==> config.mk <==
export PLATFORM = sky130hd
export DESIGN_NAME = dbc_port_change_gen
export DESIGN_NICKNAME = d
export VERILOG_FILES = /design/src/rtl/dbc_port_change_gen.sv
export SDC_FILE = /design/constraint.sdc
export NUM_CORES = 1
export LEC_CHECK = 0
export ABC_AREA = 1
export CAP_MARGIN = 20
export CORE_UTILIZATION = 23
export CTS_CLUSTER_SIZE = 10
export DETAILED_ROUTE_END_ITERATION = 16
export PLACE_DENSITY = 0.48
export SLEW_MARGIN = 20
export SYNTH_ARGS = -nofsm -noshare
export SYNTH_HDL_FRONTEND = slang
export SYNTH_SLANG_ARGS = --single-unit
==> constraint.sdc <==
create_clock -name clock -period 2 [get_ports clock]
set_input_delay 0.5 -clock clock [delete_from_list [all_inputs] [get_ports clock]]
set_output_delay 0.5 -clock clock [all_outputs]
set_load 0.03 [all_outputs]
==> src/rtl/dbc_port_change_gen.sv <==
// DbC port status change generator: debounced connect, sticky change bits, coalesced event request.
// Optional build macro DBC_PLS_LPM_FILTER_EN suppresses PLC on U0<->U1 and U0<->U2 hops.
module dbc_port_change_gen #(
  parameter int unsigned DEBOUNCE_CYCLES = 16,
  parameter int unsigned PLS_W           = 4
) (
  input  logic             clock,
  input  logic             reset,
  input  logic             DCE,
  input  logic             conn_raw,
  input  logic [PLS_W-1:0] pls_in,
  input  logic             port_rst_busy,
  input  logic             cfg_err,
  input  logic             w1c_valid,
  input  logic [3:0]       w1c_mask,
  input  logic             evt_ack,
  output logic             CCS,
  output logic [PLS_W-1:0] PLS,
  output logic             CSC,
  output logic             PLC,
  output logic             PRC,
  output logic             CEC,
  output logic             PED,
  output logic             evt_req
);

  typedef enum logic {DbStable, DbCount} db_state_e;
  typedef enum logic [1:0] {EvIdle, EvReq, EvWaitClr} ev_state_e;

  localparam logic [7:0] DbLimit = 8'(DEBOUNCE_CYCLES);

  db_state_e        db_state_q, db_state_d;
  ev_state_e        ev_state_q, ev_state_d;
  logic [7:0]       cnt_q, cnt_d;
  logic             ccs_q, ccs_d;
  logic [PLS_W-1:0] pls_q;
  logic             csc_q, csc_d, plc_q, plc_d, prc_q, prc_d, cec_q, cec_d;
  logic             ped_q, ped_d;
  logic             busy_q;

  logic             ccs_toggle, ccs_fall;
  logic             lpm_hop, plc_set, busy_fall, busy_rise, any_chg;
  logic [3:0]       w1c;

  // Debounce: CCS flips once conn_raw has disagreed for DEBOUNCE_CYCLES consecutive samples
  always_comb begin
    db_state_d = db_state_q;
    cnt_d      = cnt_q;
    ccs_toggle = 1'b0;
    unique case (db_state_q)
      DbStable: begin
        if (conn_raw != ccs_q) begin
          if (DbLimit == 8'd1) begin
            ccs_toggle = 1'b1;
          end else begin
            db_state_d = DbCount;
            cnt_d      = 8'd1;
          end
        end
      end
      DbCount: begin
        if (conn_raw == ccs_q) begin
          db_state_d = DbStable;
          cnt_d      = 8'd0;
        end else if (cnt_q + 8'd1 == DbLimit) begin
          ccs_toggle = 1'b1;
          db_state_d = DbStable;
          cnt_d      = 8'd0;
        end else begin
          cnt_d = cnt_q + 8'd1;
        end
      end
    endcase
  end

`ifdef DBC_PLS_LPM_FILTER_EN
  localparam logic [PLS_W-1:0] PlsU0 = PLS_W'(0);
  localparam logic [PLS_W-1:0] PlsU1 = PLS_W'(1);
  localparam logic [PLS_W-1:0] PlsU2 = PLS_W'(2);
  assign lpm_hop = ((pls_q == PlsU0) && ((pls_in == PlsU1) || (pls_in == PlsU2))) ||
                   ((pls_in == PlsU0) && ((pls_q == PlsU1) || (pls_q == PlsU2)));
`else
  assign lpm_hop = 1'b0;
`endif

  assign ccs_d     = ccs_q ^ ccs_toggle;
  assign ccs_fall  = ccs_toggle & ccs_q;
  assign plc_set   = (pls_in != pls_q) & ccs_q & ~lpm_hop;
  assign busy_fall = busy_q & ~port_rst_busy;
  assign busy_rise = ~busy_q & port_rst_busy;
  assign w1c       = {4{w1c_valid}} & w1c_mask;

  // A set on the same edge as a software clear wins
  assign csc_d = ccs_toggle | (csc_q & ~w1c[0]);
  assign plc_d = plc_set    | (plc_q & ~w1c[1]);
  assign prc_d = busy_fall  | (prc_q & ~w1c[2]);
  assign cec_d = cfg_err    | (cec_q & ~w1c[3]);

  always_comb begin
    ped_d = ped_q;
    if (ccs_fall || cfg_err || busy_rise) begin
      ped_d = 1'b0;
    end else if (busy_fall && ccs_q) begin
      ped_d = 1'b1;
    end
  end

  assign any_chg = csc_q | plc_q | prc_q | cec_q;

  always_comb begin
    ev_state_d = ev_state_q;
    unique case (ev_state_q)
      EvIdle:    if (any_chg) ev_state_d = EvReq;
      EvReq:     if (evt_ack) ev_state_d = EvWaitClr;
      EvWaitClr: if (!any_chg) ev_state_d = EvIdle;
      default:   ev_state_d = EvIdle;
    endcase
  end

  always_ff @(posedge clock or negedge reset) begin
    if (!reset) begin
      db_state_q <= DbStable;
      ev_state_q <= EvIdle;
      cnt_q      <= 8'd0;
      ccs_q      <= 1'b0;
      pls_q      <= '0;
      csc_q      <= 1'b0;
      plc_q      <= 1'b0;
      prc_q      <= 1'b0;
      cec_q      <= 1'b0;
      ped_q      <= 1'b0;
      busy_q     <= 1'b0;
    end else if (!DCE) begin
      db_state_q <= DbStable;
      ev_state_q <= EvIdle;
      cnt_q      <= 8'd0;
      ccs_q      <= 1'b0;
      pls_q      <= '0;
      csc_q      <= 1'b0;
      plc_q      <= 1'b0;
      prc_q      <= 1'b0;
      cec_q      <= 1'b0;
      ped_q      <= 1'b0;
      busy_q     <= 1'b0;
    end else begin
      db_state_q <= db_state_d;
      ev_state_q <= ev_state_d;
      cnt_q      <= cnt_d;
      ccs_q      <= ccs_d;
      pls_q      <= pls_in;
      csc_q      <= csc_d;
      plc_q      <= plc_d;
      prc_q      <= prc_d;
      cec_q      <= cec_d;
      ped_q      <= ped_d;
      busy_q     <= port_rst_busy;
    end
  end

  assign CCS     = ccs_q;
  assign PLS     = pls_q;
  assign CSC     = csc_q;
  assign PLC     = plc_q;
  assign PRC     = prc_q;
  assign CEC     = cec_q;
  assign PED     = ped_q;
  assign evt_req = (ev_state_q == EvReq);

endmodule

# [Yosys cells after proc, flatten, opt, wreduce, memory -nomap -nowiden]
# Index checks and enable logic that the tools add are counted.
[word_totals] regBits=22 out_inout_bits=11 elab_cells=80
[op_classes] add_sub_neg=1 n_eq_ne=11 mux=28 n_bitwise=24 n_reduce_logical=5
[ops] op="2-to-1 mux 8 bit" n=4
[ops] op="2-to-1 mux 1 bit" n=16
[ops] op="one-hot mux 8 bit (2 select lines)" n=1
[ops] op="inequality test 3 bit, second input constant" n=4
[ops] op="adder 8 x 1 -> 8 bit, second input constant" n=1
[ops] op="AND 1 bit" n=8
[ops] op="== test 8 x 5 -> 1 bit, second input constant" n=1
[ops] op="2-to-1 mux 2 bit" n=4
[ops] op="NOT 1 bit" n=7
[ops] op="bitwise OR 1 bit" n=7
[ops] op="one-hot mux 2 bit (3 select lines)" n=1
[ops] op="AND 4 bit" n=1
[ops] op="2-to-1 mux 4 bit" n=1
[ops] op="inequality test 4 bit" n=1
[ops] op="inequality test 3 x 1 -> 1 bit, second input constant" n=1
[ops] op="AND reduction 3 bit" n=1
[ops] op="== test 2 x 1 -> 1 bit, second input constant" n=1
[ops] op="== test 2 bit, second input constant" n=1
[ops] op="zero test 2 bit" n=1
[ops] op="logical OR 1 bit" n=2
[ops] op="one-hot mux 1 bit (2 select lines)" n=1
[ops] op="== test 1 bit" n=1
[ops] op="logical AND 1 bit" n=1
[ops] op="inequality test 1 bit" n=1
[ops] op="bitwise XOR 1 bit" n=1

# [Logic depth before layout (Yosys ltp)]
# Gate-level depths: netlist (run 1).
[depth] word_depth=10 mapped_depth=13

# [Worst setup path before layout (run 1)]
# OpenSTA, ideal clock, no wires.
[synth_timing] kind="register to register" from="reg cnt_q[0]" to="reg ped_q, in the netlist PED" setup_ns=0.077 t_arrival_ns=1.699 required_ns=1.923 path_slack_ns=0.224 path_stages_with_launch=13 synth_period_minus_slack_ns=1.776 cell_sequence="dfrtp_1 > ha_1 > nand3_2 > nor2_1 > nand2_1 > nand2_1 > nor2_2 > nand3_1 > nor2_1 > ha_1 > nor3_1 > o21ai_0 > a21oi_1"
[synth_via] elab_chain_len=10 word_cells_on_any_way=11
[synth_rtl] item="from (decl)" line="34" rtl="logic [7:0] cnt_q, cnt_d;"
[synth_rtl] item="from (signal assigned)" line="148" rtl="cnt_q <= cnt_d;"
[synth_rtl] item="adder 8 x 1 -> 8 bit *" line="65" rtl="end else if (cnt_q + 8'd1 == DbLimit) begin"
[synth_rtl] item="== test 8 x 5 -> 1 bit *" line="65"
[synth_rtl] item="2-to-1 mux 1 bit *" line="65"
[synth_rtl] item="2-to-1 mux 1 bit *" line="62" rtl="if (conn_raw == ccs_q) begin"
[synth_rtl] item="2-to-1 mux 1 bit *" line="50" rtl="unique case (db_state_q)"
[synth_rtl] item="AND 1 bit *" line="87" rtl="assign ccs_fall = ccs_toggle & ccs_q;"
[synth_rtl] item="logical OR 1 bit * (2 in series)" line="101" rtl="if (ccs_fall || cfg_err || busy_rise) begin"
[synth_rtl] item="2-to-1 mux 1 bit" line="101"
[synth_rtl] item="2-to-1 mux 1 bit" line="133" rtl="end else if (!DCE) begin"
[synth_rtl] item="to (signal assigned)" line="155" rtl="ped_q <= ped_d;"
[synth_rtl] item="to (decl)" line="38" rtl="logic ped_q, ped_d;"
# Every way passes the cells marked *; elsewhere a longest branch is shown, timed or not.
# A chain may end at the register's enable or synchronous reset.

# [Final worst setup path (run 1)]
[layout_timing] from="reg plc_q, in the netlist PLC" to="out PLC"
[layout_lines] item="from (decl)" line="37" rtl="logic csc_q, csc_d, plc_q, plc_d, prc_q, prc_d, cec_q, cec_d;"
[layout_lines] item="from (signal assigned)" line="152" rtl="plc_q <= plc_d;"
[layout_lines] item="to (decl)" line="20" rtl="output logic PLC,"
# No word-level cell between the ends.

==> results of run 1 <==
-- layer usage --
| layer | wire (um) | GRT usage [%] | vias up |
|---|---|---|---|
| met5 | 0 | 0 | - |
| met4 | 51 | 6.410 | 0 |
| met3 | 85 | 0.9602 | 4 |
| met2 | 1174 | 19.06 | 23 |
| met1 | 1432 | 15.42 | 464 |
| li1 | - | - | 567 |
-- logic make-up after synthesis --
logic type / synth area share, %
buffers and inverters: 10.15
and+or+nand+nor: 31.29
adders and majority gates: 3.172
xor gates and xnor gates: 1.480
DFF: 46.51
AOI/OAI and AO/OA: 7.399
-- area by class of cell --
cell class                      count  area, um^2
Fill cell                         535        3181
Inverter                           31       116.4
Clock buffer                        3       41.29
Timing Repair Buffer               32       310.3
Multi-Input combinational cell    105       535.5
Sequential cell                    22       550.5
Clock inverter                      1       30.03
Tap cell                           67       83.83
-- worst max-delay path by stage --
stage | to | slack, ns | depth (start not counted)
after floorplan | PED | 0.22 | 12
after global placement | PED | -0.0001 | 8
after detailed placement | PED | -0.02 | 8
after CTS | CCS | 0.03 | 1
after global routing | PED | 0.02 | 12
final | PLC | 0.17 | 1
-- sequential cells by signal (all words and copies together) (netlist names) --
name / cells
ev_state_q: 2
PLC: 1
PLS: 4
CEC: 1
PRC: 1
cnt_q: 8
db_state_q: 1
CSC: 1
busy_q: 1
CCS: 1
PED: 1
-- what timing repair did --
item                                    4_1_cts  5_1_grt
endpoints found under the setup margin        1        3
resized for setup                             1        7
setup buffers                                 0        0
-- synthesized netlist by cell type --
cell type,count,share of area [%]
o21ai_0,7,3.0
or2_2,2,1.1
dfrtp_1,22,47
nand2_1,50,16
o41ai_1,1,0.74
ha_1,3,3.2
nand4_1,7,3.7
o22ai_1,1,0.53
nor2_1,8,2.5
nand3_1,10,4.2
xor2_1,2,1.5
inv_1,31,9.8
clkbuf_1,1,0.32
o31ai_1,1,0.63
nand3_2,1,0.85
nor2_2,4,2.1
nand2_2,1,0.53
o21ai_1,1,0.42
nor3_1,1,0.42
a21oi_1,5,2.1
-- power by group --
group	switching [uW]	internal [uW]	total (uW)
Sequential	11.6	458	469
Combinational	72.9	63.5	136
Clock	155	268	422
Total	239	789	1030
-- stage by stage --
step / total power, uW / TNS, ns
after floorplan: 534.4 / 0
after global placement: 613.4 / -0.0001408
after detailed placement: 613.9 / -0.01872
after CTS: 1043 / 0
after global routing: 1084 / 0
final: 1028 / 0
==> out/results.ini, run 1 <==
[drt]
ant_nets = 0
via_per_inst = 4.054
firstDrtPassIters = 4
drc_errors = 0
routed_wl_um = 2743
dr.first_iter.drc_count = 41
num_vias = 1058
post_drt_wl_per_cell_um = 10.51

[layout]
final_common_cell = nand2_1
layout-drive-gt1-share_pct = 10.82
final_cell_mix = 50 x nand2_1, 31 x inv_1, 24 x clkdlybuf4s50_1, 22 x dfrtp_1, 9 x nand3_1
antenna-diode-count = 0
nNetsFinal = 214
stdcell_area_um2 = 1668
fin_util_pct = 34.40
synthToLayoutAreaGrowth_pct = 40.91
fin_cells = 261

[cts]
cts.sinks = 22
cts_tree = yes
clock_latency_ns = 0.27
cts_htree_levels = 1
cts_buffers = 3
clk_pin_slew_ns = 0.08
cts-root-buf = clkbuf_8
clk_path_buf_depth = 2
cts.hold.buffers_added = 0

[timing]
timing.slew.headroom_pct = 77.38
rsz0062_at_grt = false
max_freq_mhz = 546.5
hold_slack_ns = 0.5122
finalHoldViolCount = 0
clock_skew_ns = 0.001117
setup_slack_ns = 0.1700
period_share_pct = 91.50
setup_viol = 0
period_needed_ns = 1.830
slew_viol_final = 0
worstMarginPinSlew_ns = 0.3364

[setup_path]
critical_path.startpoint = PLC
r2r_end = PED
reg2regPathDepth = 12
critical_path_buf_inv_count = 1
r2r-start = cnt_q[0]
critical_path_required_ns = 1.50
crit_slowest_cell = clkdlybuf4s50_1
worst_ep_arrival_time_ns = 1.33
path_cells = clkdlybuf4s50_1
crit_fanout = 3
reg2reg_slack_ns = 0.27
crit_path_end_kind = output port
crit_type = reg -> out
max_stage_delay_ns = 0.68
critical-path-top-delay-family = buffers and inverters
critPathLaunchType = flip-flop

[power]
vdd_ir_drop_max_v = 0.0002457
cellLeakagePower_uw = 0.0008306
power-per-cell-area_nw_per_um2 = 616.4

[floorplan]
dieArea_um2 = 5437
die_h_um = 73.74
core_area_um2 = 4848
start_util_pct = 24.41
fp.dieW_um = 73.74
rows = 25
ios = 27

[synthesis]
syn_area_um2 = 1184
syn-num-nets = 178
ys_seq_elements = 22
yosysSeqAreaShare_pct = 46.51
synthDistinctLibCells = 20
yosys_warnings = 0
syn_avg_cell_area_um2 = 7.444
synth_cells = 159

[placement]
placed_area_um2 = 1569
portBuffers = 26
post-place-ws_ns = -0.01872
dp_hpwl_um = 2047
place_inst = 257
gp_congestion = 0.7502

[status]
status = finished, final reports clean

[global_route]
grt_overflow = 0
grt_pass1_wl_um = 4850
track_usage_pct = 11.74
grt_max_degree = 23
antenna_found_initial = 0
grt_pass1_vias = 1093

[hold_path]
hp-class = reg -> reg
min_to = ev_state_q[1]
hold_depth = 1
hp-start = ev_state_q[0]

[run]
drv.max_cap_violation_count = 0

No activity file was read; power rests on OpenSTA's default activity.
==> run 2, diff against run 1 <==
--- a/config.mk
+++ b/config.mk
@@ -5,12 +5,11 @@
 export SDC_FILE = /design/constraint.sdc
 export NUM_CORES = 1
 export LEC_CHECK = 0
-export ABC_AREA = 1
-export CAP_MARGIN = 20
 export CORE_UTILIZATION = 23
 export CTS_CLUSTER_SIZE = 10
 export DETAILED_ROUTE_END_ITERATION = 16
 export PLACE_DENSITY = 0.48
+export REMOVE_ABC_BUFFERS = 1
 export SLEW_MARGIN = 20
 export SYNTH_ARGS = -nofsm -noshare
 export SYNTH_HDL_FRONTEND = slang
==> run 2 against run 1 <==
The run now ends with negative setup slack left. Synthesized area is 2.7% lower. Setup slack worse by 0.17 ns. Core utilization is 2.0 points higher. Flip-flop and latch count stayed put. Synthesized cell count is 28% lower. Sequential power hardly changed. First-iteration DRC count is 24% lower. Sequential share of layout area is 1.2 points lower. Critical path depth is 6 higher. Critical path type is now reg -> reg. Critical endpoint is now CCS. Largest cell class is now multi-input gates.
==> out/results.ini, run 2 <==
[status]
status = complete, but fails checks  ; was finished, final reports clean
violations = negative setup slack

[power]
cellLeakagePower_uw = 0.0007509  ; was 0.0008306 uW
power-per-cell-area_nw_per_um2 = 597.6  ; was 616.4 nW/um^2
vdd_ir_drop_max_v = 0.0002879  ; was 0.0002457 V

[synthesis]
synth_edf_count = 0  ; unchanged
synth_xor_xnor_area_share_pct = 6.087  ; was 1.480%
syn_area_um2 = 1151  ; was 1184 um^2
yosys_warnings = 0  ; unchanged
synthDistinctLibCells = 34  ; was 20
synth-simple-area-share_pct = 20.65  ; was 31.29%
synth_compound_area_share_pct = 19.78  ; was 7.400%
muxShareOfSynthArea_pct = 0  ; unchanged
ys.flop_type = dfrtp_1  ; unchanged
yosys.area.top_type_share_pct = 47.83  ; was 46.51%
synth.most_common_cell = dfrtp_1  ; was nand2_1
synth_cells = 115  ; was 159
synth_top_family_by_area = simple AND/OR/NAND/NOR gates  ; unchanged
synth-async-reset-ratio_pct = 100.0  ; unchanged
synthAdderAreaFrac_pct = 3.261  ; was 3.171%
ys_seq_elements = 22  ; unchanged
yosysSeqAreaShare_pct = 47.83  ; was 46.51%
yosys-top-cells-area = dfrtp_1 48%, nand2_1 5.2%, xor2_1 4.6%  ; was dfrtp_1 47%, nand2_1 16%, inv_1 9.8%
synth_common_cells = 22 x dfrtp_1, 16 x nand2_1, 7 x a21oi_1, 7 x and2_1  ; was 50 x nand2_1, 31 x inv_1, 22 x dfrtp_1
syn_avg_cell_area_um2 = 10.01  ; was 7.444 um^2
synth_area_leader_cell = dfrtp_1  ; unchanged

[layout]
synthToLayoutAreaGrowth_pct = 50.33  ; was 40.91%
nNetsFinal = 182  ; was 214
largest-register = cnt_q  ; unchanged
num-fill-cells = 489  ; was 535
layout-drive-gt1-share_pct = 17.90  ; was 10.82%
seq_area_um2 = 550.5  ; unchanged
multiInputGateArea_um2 = 608.1  ; was 535.5 um^2
stdcell_area_um2 = 1730  ; was 1668 um^2
final_cell_mix = 25 x clkdlybuf4s50_1, 22 x dfrtp_1, 20 x buf_4, 16 x nand2_1  ; was 50 x nand2_1, 31 x inv_1, 24 x clkdlybuf4s50_1, 22 x dfrtp_1, 9 x nand3_1
largest_reg_flops = 8  ; unchanged
antenna-diode-count = 0  ; unchanged
final_common_cell = clkdlybuf4s50_1  ; was nand2_1

[run]
drv.max_cap_violation_count = 0  ; unchanged

[global_route]
grt_pass1_wl_um = 4692  ; was 4850 um
grt_pass1_vias = 1013  ; was 1,093
grt_overflow = 0  ; unchanged
track_usage_pct = 11.56  ; was 11.74%
grt_max_degree = 23  ; unchanged
antenna_found_initial = 0  ; unchanged

[timing]
period_needed_ns = 2.003  ; was 1.830 ns
tns_ns = -0.003430  ; was 0 ns
max_freq_mhz = 499.1  ; was 546.5 MHz
setup_viol = 1  ; was 0
clock_skew_ns = 0.001543  ; was 0.001117 ns
worstMarginPinSlew_ns = 0.3441  ; was 0.3364 ns
hold_slack_ns = 0.4591  ; was 0.5122 ns
period_share_pct = 100.2  ; was 91.50%
setup_slack_ns = -0.003430  ; was 0.1700 ns
slew_viol_final = 0  ; unchanged
timing.slew.headroom_pct = 76.98  ; was 77.38%
rsz0062_at_grt = true  ; was false
finalHoldViolCount = 0  ; unchanged

[cts]
cts.sinks = 22  ; unchanged
clk_path_buf_depth = 2  ; unchanged
cts.hold.buffers_added = 0  ; unchanged
cts_tree = yes  ; unchanged
cts_htree_levels = 1  ; unchanged
cts_buffers = 3  ; unchanged
clock_latency_ns = 0.27  ; about the same
cts-root-buf = clkbuf_8  ; unchanged
clk_pin_slew_ns = 0.08  ; about the same

[drt]
drc_errors = 0  ; unchanged
dr.first_iter.drc_count = 31  ; was 41
num_vias = 1013  ; was 1,058
via_per_inst = 4.424  ; was 4.054
ant_nets = 0  ; unchanged
firstDrtPassIters = 4  ; unchanged
routed_wl_um = 2794  ; was 2743 um
post_drt_wl_per_cell_um = 12.20  ; was 10.51 um

[placement]
placed_area_um2 = 1610  ; was 1569 um^2
dp_hpwl_um = 2061  ; was 2047 um
gp_congestion = 0.8377  ; was 0.7502
portBuffers = 26  ; unchanged

[floorplan]
dieArea_um2 = 5292  ; was 5437 um^2
rows = 25  ; unchanged
fp.dieW_um = 72.75  ; was 73.74 um
core_area_um2 = 4755  ; was 4848 um^2
ios = 27  ; unchanged
start_util_pct = 24.21  ; was 24.41%
die_h_um = 72.75  ; was 73.74 um

[setup_path]
worst_ep_arrival_time_ns = 2.17  ; was 1.33 ns
critical_path_required_ns = 2.17  ; was 1.50 ns
crit_type = reg -> reg  ; was reg -> out
crit_path_end_kind = flip-flop  ; was output port
critPathLaunchType = flip-flop  ; unchanged
crit_fanout = 3  ; unchanged

[hold_path]
hp-class = reg -> reg  ; unchanged

## run 2: critical path, stage by stage (launching register included)
cell	delay [ns]
dfrtp_1	0.40
and4_4	0.21
a211o_1	0.29
a2111oi_4	0.39
nand2_1	0.14
nor2_2	0.11
ha_1	0.22
and2_1	0.15
## run 2: power by group
group / internal (uW) / total [uW] / switching (uW)
clock network: 268 / 425 / 157
logic: 73.4 / 141 / 67.9
registers: 458 / 468 / 10.5
## run 2: path summary, 6_finish.rpt
kind / start / to / slack [ns] / cells after the start
min in group asynchronous: reset / CSC / 0.58 / 2
hold reg to reg: ev_state_q[1] / ev_state_q[0] / 0.46 / 1
setup reg to reg: cnt_q[0] / CCS / -0.003 / 7
setup / recovery: cnt_q[0] / CCS / -0.003 / 7
hold / removal: ev_state_q[1] / ev_state_q[0] / 0.46 / 1
max in group asynchronous: reset / PLS[0] / 1.19 / 2
## run 2: per-stage QoR
step	total power [uW]	worst slack [ns]	util [%]	cells
final	1034	-0.003430	36.39	229
after global routing	1085	-0.09801	36.39	229
after CTS	1051	-0.01095	35.61	228
after detailed placement	616.0	-0.06897	33.87	223
after global placement	614.4	-0.03483	33.87	223
after floorplan	530.7	-0.09531	-	112
## run 2: repair_timing
item / in CTS / in global routing
endpoints found under the setup margin: 2 / 4
setup buffers: 1 / 1
pin swaps: 4 / 1
resized for setup: 3 / 4
## run 2: layer usage
metal | global-route usage [%] | wire length [um]
met1 | 14.62 | 1347
met2 | 18.90 | 1294
met3 | 3.453 | 131
met4 | 3.704 | 21
met5 | 0 | 0
## run 2: cell type report
class	instances	share of cell area (%)
clock buffer	3	2.386
sequential	22	31.81
clock inverter	1	1.735
inverter	2	0.4338
tap	67	4.845
multi-input combinational	88	35.14
timing repair buffer	46	23.64
## run 2: cells by family (layout without fill, tap and decap cells)
logic type,count (synthesis),in the layout
buffers and inverters,5,52
AO/OA/AOI/OAI,31,31
flip-flops,22,22
XOR/XNOR,8,8
AND/OR/NAND/NOR,46,46
adder cells (fa/ha/maj),3,3
==> run 3, diff against run 2 <==
--- a/config.mk
+++ b/config.mk
@@ -5,10 +5,11 @@
 export SDC_FILE = /design/constraint.sdc
 export NUM_CORES = 1
 export LEC_CHECK = 0
+export ABC_CLOCK_PERIOD_IN_PS = 1700
 export CORE_UTILIZATION = 23
 export CTS_CLUSTER_SIZE = 10
 export DETAILED_ROUTE_END_ITERATION = 16
-export PLACE_DENSITY = 0.48
+export PLACE_DENSITY = 0.5
 export REMOVE_ABC_BUFFERS = 1
 export SLEW_MARGIN = 20
 export SYNTH_ARGS = -nofsm -noshare
==> constraint.sdc (replaced) <==
create_clock -name clock -period 1.7 [get_ports clock]
set_input_delay 0.425 -clock clock [delete_from_list [all_inputs] [get_ports clock]]
set_output_delay 0.425 -clock clock [all_outputs]
set_load 0.03 [all_outputs]
==> run 3 against run 2 <==
The run still ends with negative setup slack left. Sequential power is 18% higher. Final cell count is 2.6% higher. Global-route usage is 0.78 points higher. Combinational power is 17% higher. Flip-flop and latch count stayed put. Final area is 2.6% higher. Setup slack worse by 0.28 ns. Total power is 17% higher. Register-to-register slack worse by 0.28 ns. Clock power is 16% higher. Critical path type unchanged. Critical endpoint unchanged. Largest cell class unchanged. Largest power group unchanged. Highest routed layer unchanged.
==> out/results.ini, run 3 (synthesis results as in run 2) <==
[setup_path]
worst_ep_arrival_time_ns = 2.15  ; was 2.17 ns
critical-path-top-delay-family = compound AO/OA/AOI/OAI gates  ; unchanged
crit_type = reg -> reg  ; unchanged
critical_path_buf_inv_count = 0  ; unchanged
max_stage_delay_ns = 0.39  ; was 0.40 ns
critical_path_required_ns = 1.86  ; was 2.17 ns
crit_fanout = 2  ; was 3
path_cells = and4_1 > a211o_1 > a2111oi_4 > nand2_1 > nor2_1 > ha_1 > and2_1  ; was and4_4 > a211o_1 > a2111oi_4 > nand2_1 > nor2_2 > ha_1 > and2_1
crit_path_end_kind = flip-flop  ; unchanged
critPathLaunchType = flip-flop  ; unchanged
crit_slowest_cell = dfrtp_1  ; unchanged

[global_route]
track_usage_pct = 12.33  ; was 11.56%
grt_pass1_vias = 1026  ; was 1,013
antenna_found_initial = 0  ; unchanged
grt_max_degree = 23  ; unchanged
grt_overflow = 0  ; unchanged
grt_pass1_wl_um = 4892  ; was 4692 um

[power]
pwr-share-seq_pct = 45.5  ; was 45.3%
vdd_ir_drop_max_v = 0.0004079  ; was 0.0002879 V
fin_total_pwr_uw = 1210  ; was 1034 uW
power_switching_uw = 273.5  ; was 235.2 uW
p_int_uw = 936.5  ; was 798.8 uW
p_sw_share_pct = 22.60  ; was 22.75%
power-per-cell-area_nw_per_um2 = 681.5  ; was 597.6 nW/um^2
cellLeakagePower_uw = 0.0008165  ; was 0.0007509 uW
clockPowerShare_pct = 40.9  ; was 41.1%
p_comb_share_pct = 13.6  ; was 13.7%

[floorplan]
core_area_um2 = 4755  ; unchanged
die_h_um = 72.75  ; unchanged
start_util_pct = 24.21  ; unchanged
fp.dieW_um = 72.75  ; unchanged
ios = 27  ; unchanged
rows = 25  ; unchanged
dieArea_um2 = 5292  ; unchanged

[layout]
synthToLayoutAreaGrowth_pct = 54.24  ; was 50.33%
final_cell_mix = 25 x buf_4, 22 x dfrtp_1, 16 x nand2_1, 16 x clkdlybuf4s50_1, 9 x dlygate4sd2_1  ; was 25 x clkdlybuf4s50_1, 22 x dfrtp_1, 20 x buf_4, 16 x nand2_1
largest-register = cnt_q  ; unchanged
antenna-diode-count = 0  ; unchanged
nNetsFinal = 188  ; was 182
final_common_cell = buf_4  ; was clkdlybuf4s50_1
layout-drive-gt1-share_pct = 23.81  ; was 17.90%
fin_util_pct = 37.34  ; was 36.39%
stdcell_area_um2 = 1775  ; was 1730 um^2
largest_reg_flops = 8  ; unchanged

[status]
violations = negative setup slack  ; unchanged
status = complete, but fails checks  ; unchanged

[placement]
dp_hpwl_um = 2140  ; was 2061 um
gp_congestion = 0.7652  ; was 0.8377
portBuffers = 26  ; unchanged
placed_area_um2 = 1655  ; was 1610 um^2

[drt]
via_per_inst = 4.426  ; was 4.424
num_vias = 1040  ; was 1,013
drc_errors = 0  ; unchanged
dr.first_iter.drc_count = 33  ; was 31
firstDrtPassIters = 4  ; unchanged
routed_wl_um = 2917  ; was 2794 um
ant_nets = 0  ; unchanged
post_drt_wl_per_cell_um = 12.41  ; was 12.20 um

[cts]
cts.sinks = 22  ; unchanged
cts.hold.buffers_added = 0  ; unchanged
cts-root-buf = clkbuf_8  ; unchanged
cts_buffers = 3  ; unchanged
clk_path_buf_depth = 2  ; unchanged
cts_tree = yes  ; unchanged
clk_pin_slew_ns = 0.08  ; about the same
cts_htree_levels = 1  ; unchanged
clock_latency_ns = 0.26  ; was 0.27 ns

[run]
drv.max_cap_violation_count = 0  ; unchanged

[timing]
finalHoldViolCount = 0  ; unchanged
max_freq_mhz = 504.3  ; was 499.1 MHz
setup_slack_ns = -0.2829  ; was -0.003430 ns
timing.slew.headroom_pct = 79.95  ; was 76.98%
slew_viol_final = 0  ; unchanged
hold_slack_ns = 0.4443  ; was 0.4591 ns
tns_ns = -1.235  ; was -0.003430 ns
period_needed_ns = 1.983  ; was 2.003 ns
setup_viol = 7  ; was 1
period_share_pct = 116.6  ; was 100.2%
rsz0062_at_grt = true  ; unchanged
clock_skew_ns = 0.001436  ; was 0.001543 ns
worstMarginPinSlew_ns = 0.2999  ; was 0.3441 ns

[hold_path]
hp-class = reg -> reg  ; unchanged

## run 3: final timing paths
check,cells after the start,slack (ns),from,to
max in group asynchronous,2,0.95,reset,cnt_q[6]
min reg2reg,1,0.44,ev_state_q[1],ev_state_q[0]
min,1,0.44,ev_state_q[1],ev_state_q[0]
min in group asynchronous,2,0.52,reset,ev_state_q[0]
max,7,-0.28,cnt_q[3],CCS
max reg2reg,7,-0.28,cnt_q[3],CCS
## run 3: through the flow
stage	instances	setup slack [ns]
finish	235	-0.2829
global placement	229	-0.2748
detailed placement	229	-0.3180
CTS	235	-0.2981
floorplan	112	-0.3953
global route	235	-0.4086
## run 3: metal layers
metal | track usage [%] | share of wire (%) | vias up
met1 | 16.47 | 48 | 489
met4 | 3.268 | 0.62 | 0
met2 | 19.63 | 45 | 33
li1 | - | - | 516
met3 | 3.453 | 6.5 | 2
met5 | 0 | 0 | -
## run 3: timing repair
item	in CTS	in global routing
setup endpoints to repair	17	11
buffers inserted	2	0
gates resized for setup	17	5
pin swaps	10	1
## run 3: cell type report
cell class                      instances  area, um^2
Multi-Input combinational cell         88       619.3
Timing Repair Buffer                   52       442.9
Clock buffer                            3       41.29
Sequential cell                        22       550.5
Fill cell                             484        2979
Inverter                                2       7.507
Tap cell                               67       83.83
Clock inverter                          1       30.03
## run 3: power by group through the flow
stage | combinational, uW | sequential [uW] | clock, uW
2_1_floorplan | 48.1 | 576 | 0
3_3_place_gp | 167 | 560 | 0
3_5_place_dp | 169 | 561 | 0
4_1_cts | 166 | 550 | 511
5_1_grt | 183 | 553 | 538
6_report | 165 | 550 | 495
